<file path="config.mk">
export PLATFORM = sky130hd
export DESIGN_NAME = mitchell_div
export DESIGN_NICKNAME = d
export VERILOG_FILES = /design/src/rtl/mitchell_pkg.sv /design/src/rtl/mitchell_log_enc.sv /design/src/rtl/mitchell_div.sv
export SDC_FILE = /design/constraint.sdc
export NUM_CORES = 1
export LEC_CHECK = 0
export ABC_CLOCK_PERIOD_IN_PS = 7400
export BUFFER_PORTS_ARGS = -buffer_cell sky130_fd_sc_hd__buf_4
export CORE_ASPECT_RATIO = 1.2
export CORE_MARGIN = 4
export CORE_UTILIZATION = 60
export CTS_CLUSTER_DIAMETER = 50
export DETAILED_ROUTE_END_ITERATION = 6
export PLACE_DENSITY = 0.81
export SETUP_SLACK_MARGIN = 0.02
export SLEW_MARGIN = 40
export SYNTH_ARGS = -nofsm -noshare
export SYNTH_HDL_FRONTEND = slang
export SYNTH_HIERARCHICAL = 1
export SYNTH_SLANG_ARGS = --single-unit
</file>
<file path="constraint.sdc">
create_clock -name clk_i -period 7.4 [get_ports clk_i]
set_input_delay 0.74 -clock clk_i [delete_from_list [all_inputs] [get_ports clk_i]]
set_output_delay 0.74 -clock clk_i [all_outputs]
set_load 0.005 [all_outputs]
</file>
<file path="src/rtl/mitchell_pkg.sv">
// mitchell_pkg: shared widths, log-word type and one's-complement magnitude helper
package mitchell_pkg;
    localparam int WIDTH = 8;
    localparam int FRAC = 8;
    localparam int K_W = $clog2(WIDTH);
    localparam int LOG_W = K_W + WIDTH - 1 + 1;
    typedef struct packed {
        logic [K_W-1:0] k;
        logic [WIDTH-2:0] f;
    } log_t;
    function automatic logic [WIDTH-1:0] oc_mag(input logic [WIDTH:0] x);
        return x[WIDTH-1:0] ^ {WIDTH{x[WIDTH]}};
    endfunction
endpackage

</file>
<file path="src/rtl/mitchell_log_enc.sv">
// mitchell_log_enc: magnitude -> Mitchell log word {k, f}
// ports: mag (unsigned magnitude), lw (leading-one index and 7-bit fraction), zero (mag == 0)
module mitchell_log_enc
    import mitchell_pkg::*;
(
    input  logic [WIDTH-1:0] mag,
    output log_t             lw,
    output logic             zero
);
    logic [K_W-1:0] k;
    logic [WIDTH-1:0] sh;
    always_comb begin
        k = '0;
        for (int i = 0; i < WIDTH; i++) k = mag[i] ? K_W'(i) : k;
        sh = mag << (K_W'(WIDTH - 1) - k);
        lw.k = k;
        lw.f = sh[WIDTH-2:0];
        zero = mag == '0;
    end
endmodule

</file>
<file path="src/rtl/mitchell_div.sv">
// mitchell_div: 3-stage pipelined Mitchell approximate divider, one's-complement Q8.8 quotient
// ports: clk_i, rst_i (sync, active-high); valid_i/ready_o/a_i/b_i operand stream;
//        valid_o/ready_i/q_o/div_zero_o result stream
module mitchell_div
    import mitchell_pkg::*;
(
    input  logic                  clk_i,
    input  logic                  rst_i,
    input  logic                  valid_i,
    output logic                  ready_o,
    input  logic [WIDTH:0]        a_i,
    input  logic [WIDTH:0]        b_i,
    output logic                  valid_o,
    input  logic                  ready_i,
    output logic [WIDTH+FRAC:0]   q_o,
    output logic                  div_zero_o
);
    localparam int Q_W = WIDTH + FRAC;
    logic en;
    log_t la, lb, la_r, lb_r;
    logic za, zb;
    logic v1, za1, zb1, s1;
    logic v2, za2, zb2, s2;
    logic [LOG_W-1:0] l_d, l2;
    logic [K_W:0] e;
    logic [Q_W-1:0] mant, sh, mag;
    logic sg;

    assign en = ~valid_o | ready_i;
    assign ready_o = en & ~rst_i;

    mitchell_log_enc u_enc_a (.mag(oc_mag(a_i)), .lw(la), .zero(za));
    mitchell_log_enc u_enc_b (.mag(oc_mag(b_i)), .lw(lb), .zero(zb));

    // the fraction borrow propagates into the exponent field naturally
    assign l_d = {1'b0, la_r} - {1'b0, lb_r};

    always_comb begin
        e = l2[LOG_W-1:WIDTH-1];
        mant = {{(FRAC - 1){1'b0}}, 1'b1, l2[WIDTH-2:0], 1'b0};
        // e is a 4-bit two's-complement exponent; -e wraps 1000 to 8 as a shift amount
        sh = e[K_W] ? mant >> (-e) : mant << e;
        mag = zb2 ? '1 : za2 ? '0 : sh;
        sg = s2 & (zb2 | ~za2);
    end

    always_ff @(posedge clk_i) begin
        if (rst_i) begin
            v1 <= 1'b0;
            v2 <= 1'b0;
            valid_o <= 1'b0;
            q_o <= '0;
            div_zero_o <= 1'b0;
        end else if (en) begin
            v1 <= valid_i;
            la_r <= la;
            lb_r <= lb;
            za1 <= za;
            zb1 <= zb;
            s1 <= a_i[WIDTH] ^ b_i[WIDTH];
            v2 <= v1;
            l2 <= l_d;
            za2 <= za1;
            zb2 <= zb1;
            s2 <= s1;
            valid_o <= v2;
            q_o <= {(Q_W + 1){sg}} ^ {1'b0, mag};
            div_zero_o <= zb2;
        end
    end
endmodule

</file>
==> reports/metrics.csv <==
metric,value,unit
final non-filler cell total,540,
synthesized flop and latch total,58,
I/O pin count,42,
Filler cells,498,
Num Clock Sinks,58,
CP arrival,3.19,ns
final count of hold timing violations,0,
CP startpoint kind,flop,
Net Sw Frac,34.59,%
initial antenna violation count,0,
Yosys cell types,63,
post-layout instance area,0.004638,mm2
pin count of the biggest net entering global routing,43,
vias per cell,5.857,
status,"finished, final reports clean",
Final Max Tran Viols,0,
drt pass-1 iters,5,
sequential share of the synthesized area,37.60,%
Num CTS Buffers,9,
asr flop ratio synth,0,%
Rows,32,
Post-synth EDFFs,37,
Layout area overhead,13.89,%
cts repair resizes,0,
Worst-Skew Late Latency,0.34,ns
Die H,98.25,um
Final Critical Period,2.965,ns
cell count after synthesis,420,
Total GRT Usage,21.47,%
DR DRC count,0,
H-tree depth,3,
worst hold endpoint,s2,
die area,0.008175,mm2
Leakage,1.901,nW
Routed wire per std cell,15.85,um
total core area,0.006526,mm2
FF-to-FF setup slack,4.43,ns
gpl congestion,0.9563,
TritonCTS clock tree,done,
DR iter-0 viols,122,
FF-to-FF path depth,9,
"commonest non-fill, non-tap cell in the layout",buf_4,
logic gate share of total power,38.1,%
Final Cycle Share,40.07,%
CP max FO,19,
via count,3163,
f_max,337.2,MHz
Layout Nets,487,
Max-Cap Viols,0,
Post-Syn Area,0.004073,mm2
Slew @ Worst Pin,0.6939,ns
Clock Power Share,24.6,%
Placed Area,0.004389,mm2
Max Clock Skew,0.01649,ns
reg2reg start,l2[7],
Max clock buf depth,2,
Synth Flop Type,edfxtp_1,
dpl cells,524,
syn nets,457,
hold_buf cts,0,
vias in the first global route,3118,
Post-DP HPWL,6.427,mm
first-pass GRT wire length,14.28,mm
root buffer cell,clkbuf_8,
gr ovfl total,0,
Pint,0.0008057,W
postcts setup bufs,0,
# diodes,0,
peak supply drop,148.5,uV
power per cell area,265.5,mW/mm2
Finish-stage setup viols,0,
most frequent cells in the layout,"42 x buf_4, 39 x nand2_1, 37 x edfxtp_1",
Final ANT Viol Nets,0,
final WL,8.557,mm
starting density of the core,62.40,%
NetSw,0.0004260,W
Ys Warns,6,
hold depth,0,
Seq pwr share,37.2,%
Worst Path Required,7.63,ns
Die X,83.21,um
worst relative slew slack,53.39,%
Pwr Total,0.001232,W
Min-Delay Startpoint,s1,
Worst Hold Class,flop to flop,
Setup TNS,0,ns
layout cells sized above 1,21.98,%
r2r endpoint,q_o[0],
CTS clock-pin slew for the worst setup and hold paths,0.07,ns
# port buffers,41,
Critical Path End Type,flop,
CP Class,flop to flop,
RSZ-0062 raised after global routing,false,
Post-Syn Area per Cell,9.697,um2
[logic make-up (layout without fill, tap and decap cells)]
family          after synthesis  after routing  synth area share (%)
simple gates                126            126                 16.16
compound gates              106            106                 19.48
fa+ha+maj                    15             15                 4.793
buf+inv                      53             88                 6.144
xor+xnor                     38             38                 8.172
mux                          24             24                 7.650
flops                        58             58                 37.60
[power groups by stage]
| stage | sequential (W) | clock (W) | combinational, W |
|---|---|---|---|
| finish | 0.000459 | 0.000304 | 0.000470 |
| global route | 0.000467 | 0.000320 | 0.000517 |
| CTS | 0.000459 | 0.000307 | 0.000465 |
| detailed placement | 0.000466 | 0 | 0.000461 |
| global placement | 0.000472 | 0 | 0.000439 |
| floorplan | 0.000436 | 0 | 0.000383 |
[Yosys cell counts (4+ instances only)]
cell type | number | share of area, %
nor3_1 | 6 | 0.74
o21ai_0 | 15 | 1.8
a31oi_1 | 6 | 0.92
clkbuf_1 | 8 | 0.74
dfxtp_1 | 21 | 10
buf_6 | 4 | 1.1
buf_2 | 7 | 0.86
a22o_1 | 5 | 1.1
ha_1 | 14 | 4.3
o22ai_1 | 8 | 1.2
nand2_1 | 39 | 3.6
a21o_1 | 5 | 0.92
xor2_1 | 30 | 6.5
a21oi_1 | 25 | 3.1
nand2b_1 | 9 | 1.4
inv_1 | 29 | 2.7
nand3_1 | 6 | 0.74
xnor2_1 | 8 | 1.7
nor2_1 | 33 | 3.0
a21oi_2 | 6 | 1.3
nor2b_1 | 5 | 0.77
nor4_1 | 4 | 0.61
nor4b_1 | 4 | 0.86
edfxtp_1 | 37 | 27
o21a_1 | 8 | 1.5
mux2_2 | 8 | 2.2
mux2i_1 | 12 | 2.9
[area by class of cell]
| type | instances | area [um2] | area share [%] |
|---|---|---|---|
| Timing Repair Buffer | 43 | 326.6 | 7.041 |
| Clock inverter | 2 | 13.76 | 0.2967 |
| Multi-Input combinational cell | 309 | 2346 | 50.58 |
| Tap cell | 85 | 106.4 | 2.293 |
| Clock buffer | 14 | 205.2 | 4.424 |
| Sequential cell | 58 | 1531 | 33.02 |
| Inverter | 29 | 108.9 | 2.347 |
[metrics by stage]
step	utilization (%)	setup WS (ns)	hold WS, ns
after floorplan	-	4.085	0.4003
after global placement	66.81	4.217	0.4022
after detailed placement	67.25	4.437	0.4045
after CTS	70.61	4.435	0.4187
after global routing	71.07	4.219	0.4252
final	71.07	4.435	0.4186
[registers in the layout, summed over array words and instances, names as in the netlist]
register	count
s1	1
za2	1
zb2	1
lb_r	10
s2	1
v2	1
v1	1
div_zero_o	1
l2	11
valid_o	1
la_r	10
zb1	1
q_o	17
za1	1
[how the worst max path moves through the flow]
stage / start / endpoint / slack, ns
2_1_floorplan: ready_i / ready_o / 4.08
5_1_grt: l2[7] / q_o[0] / 4.22
3_3_place_gp: l2[7] / q_o[0] / 4.22
4_1_cts: l2[7] / q_o[0] / 4.43
3_5_place_dp: l2[7] / q_o[0] / 4.44
6_report: l2[7] / q_o[0] / 4.43
[per-layer routing]
layer  vias to the layer above  track usage [%]  routed length, um
li1                       1581                -                  -
met1                      1483            23.22               3290
met2                        83            39.51               4724
met3                        16            4.557                308
met4                         0            10.31                233
met5                         -                0                  0
[critical path: stages, from the launching register on]
cell,delay [ns]
edfxtp_1,0.62
buf_6,0.26
inv_1,0.10
ha_1,0.52
mux2_2,0.38
a221oi_1,0.25
nor4b_1,0.09
a311o_1,0.34
xnor2_1,0.12
a22o_1,0.18
No activity file was read; power rests on OpenSTA's default activity.
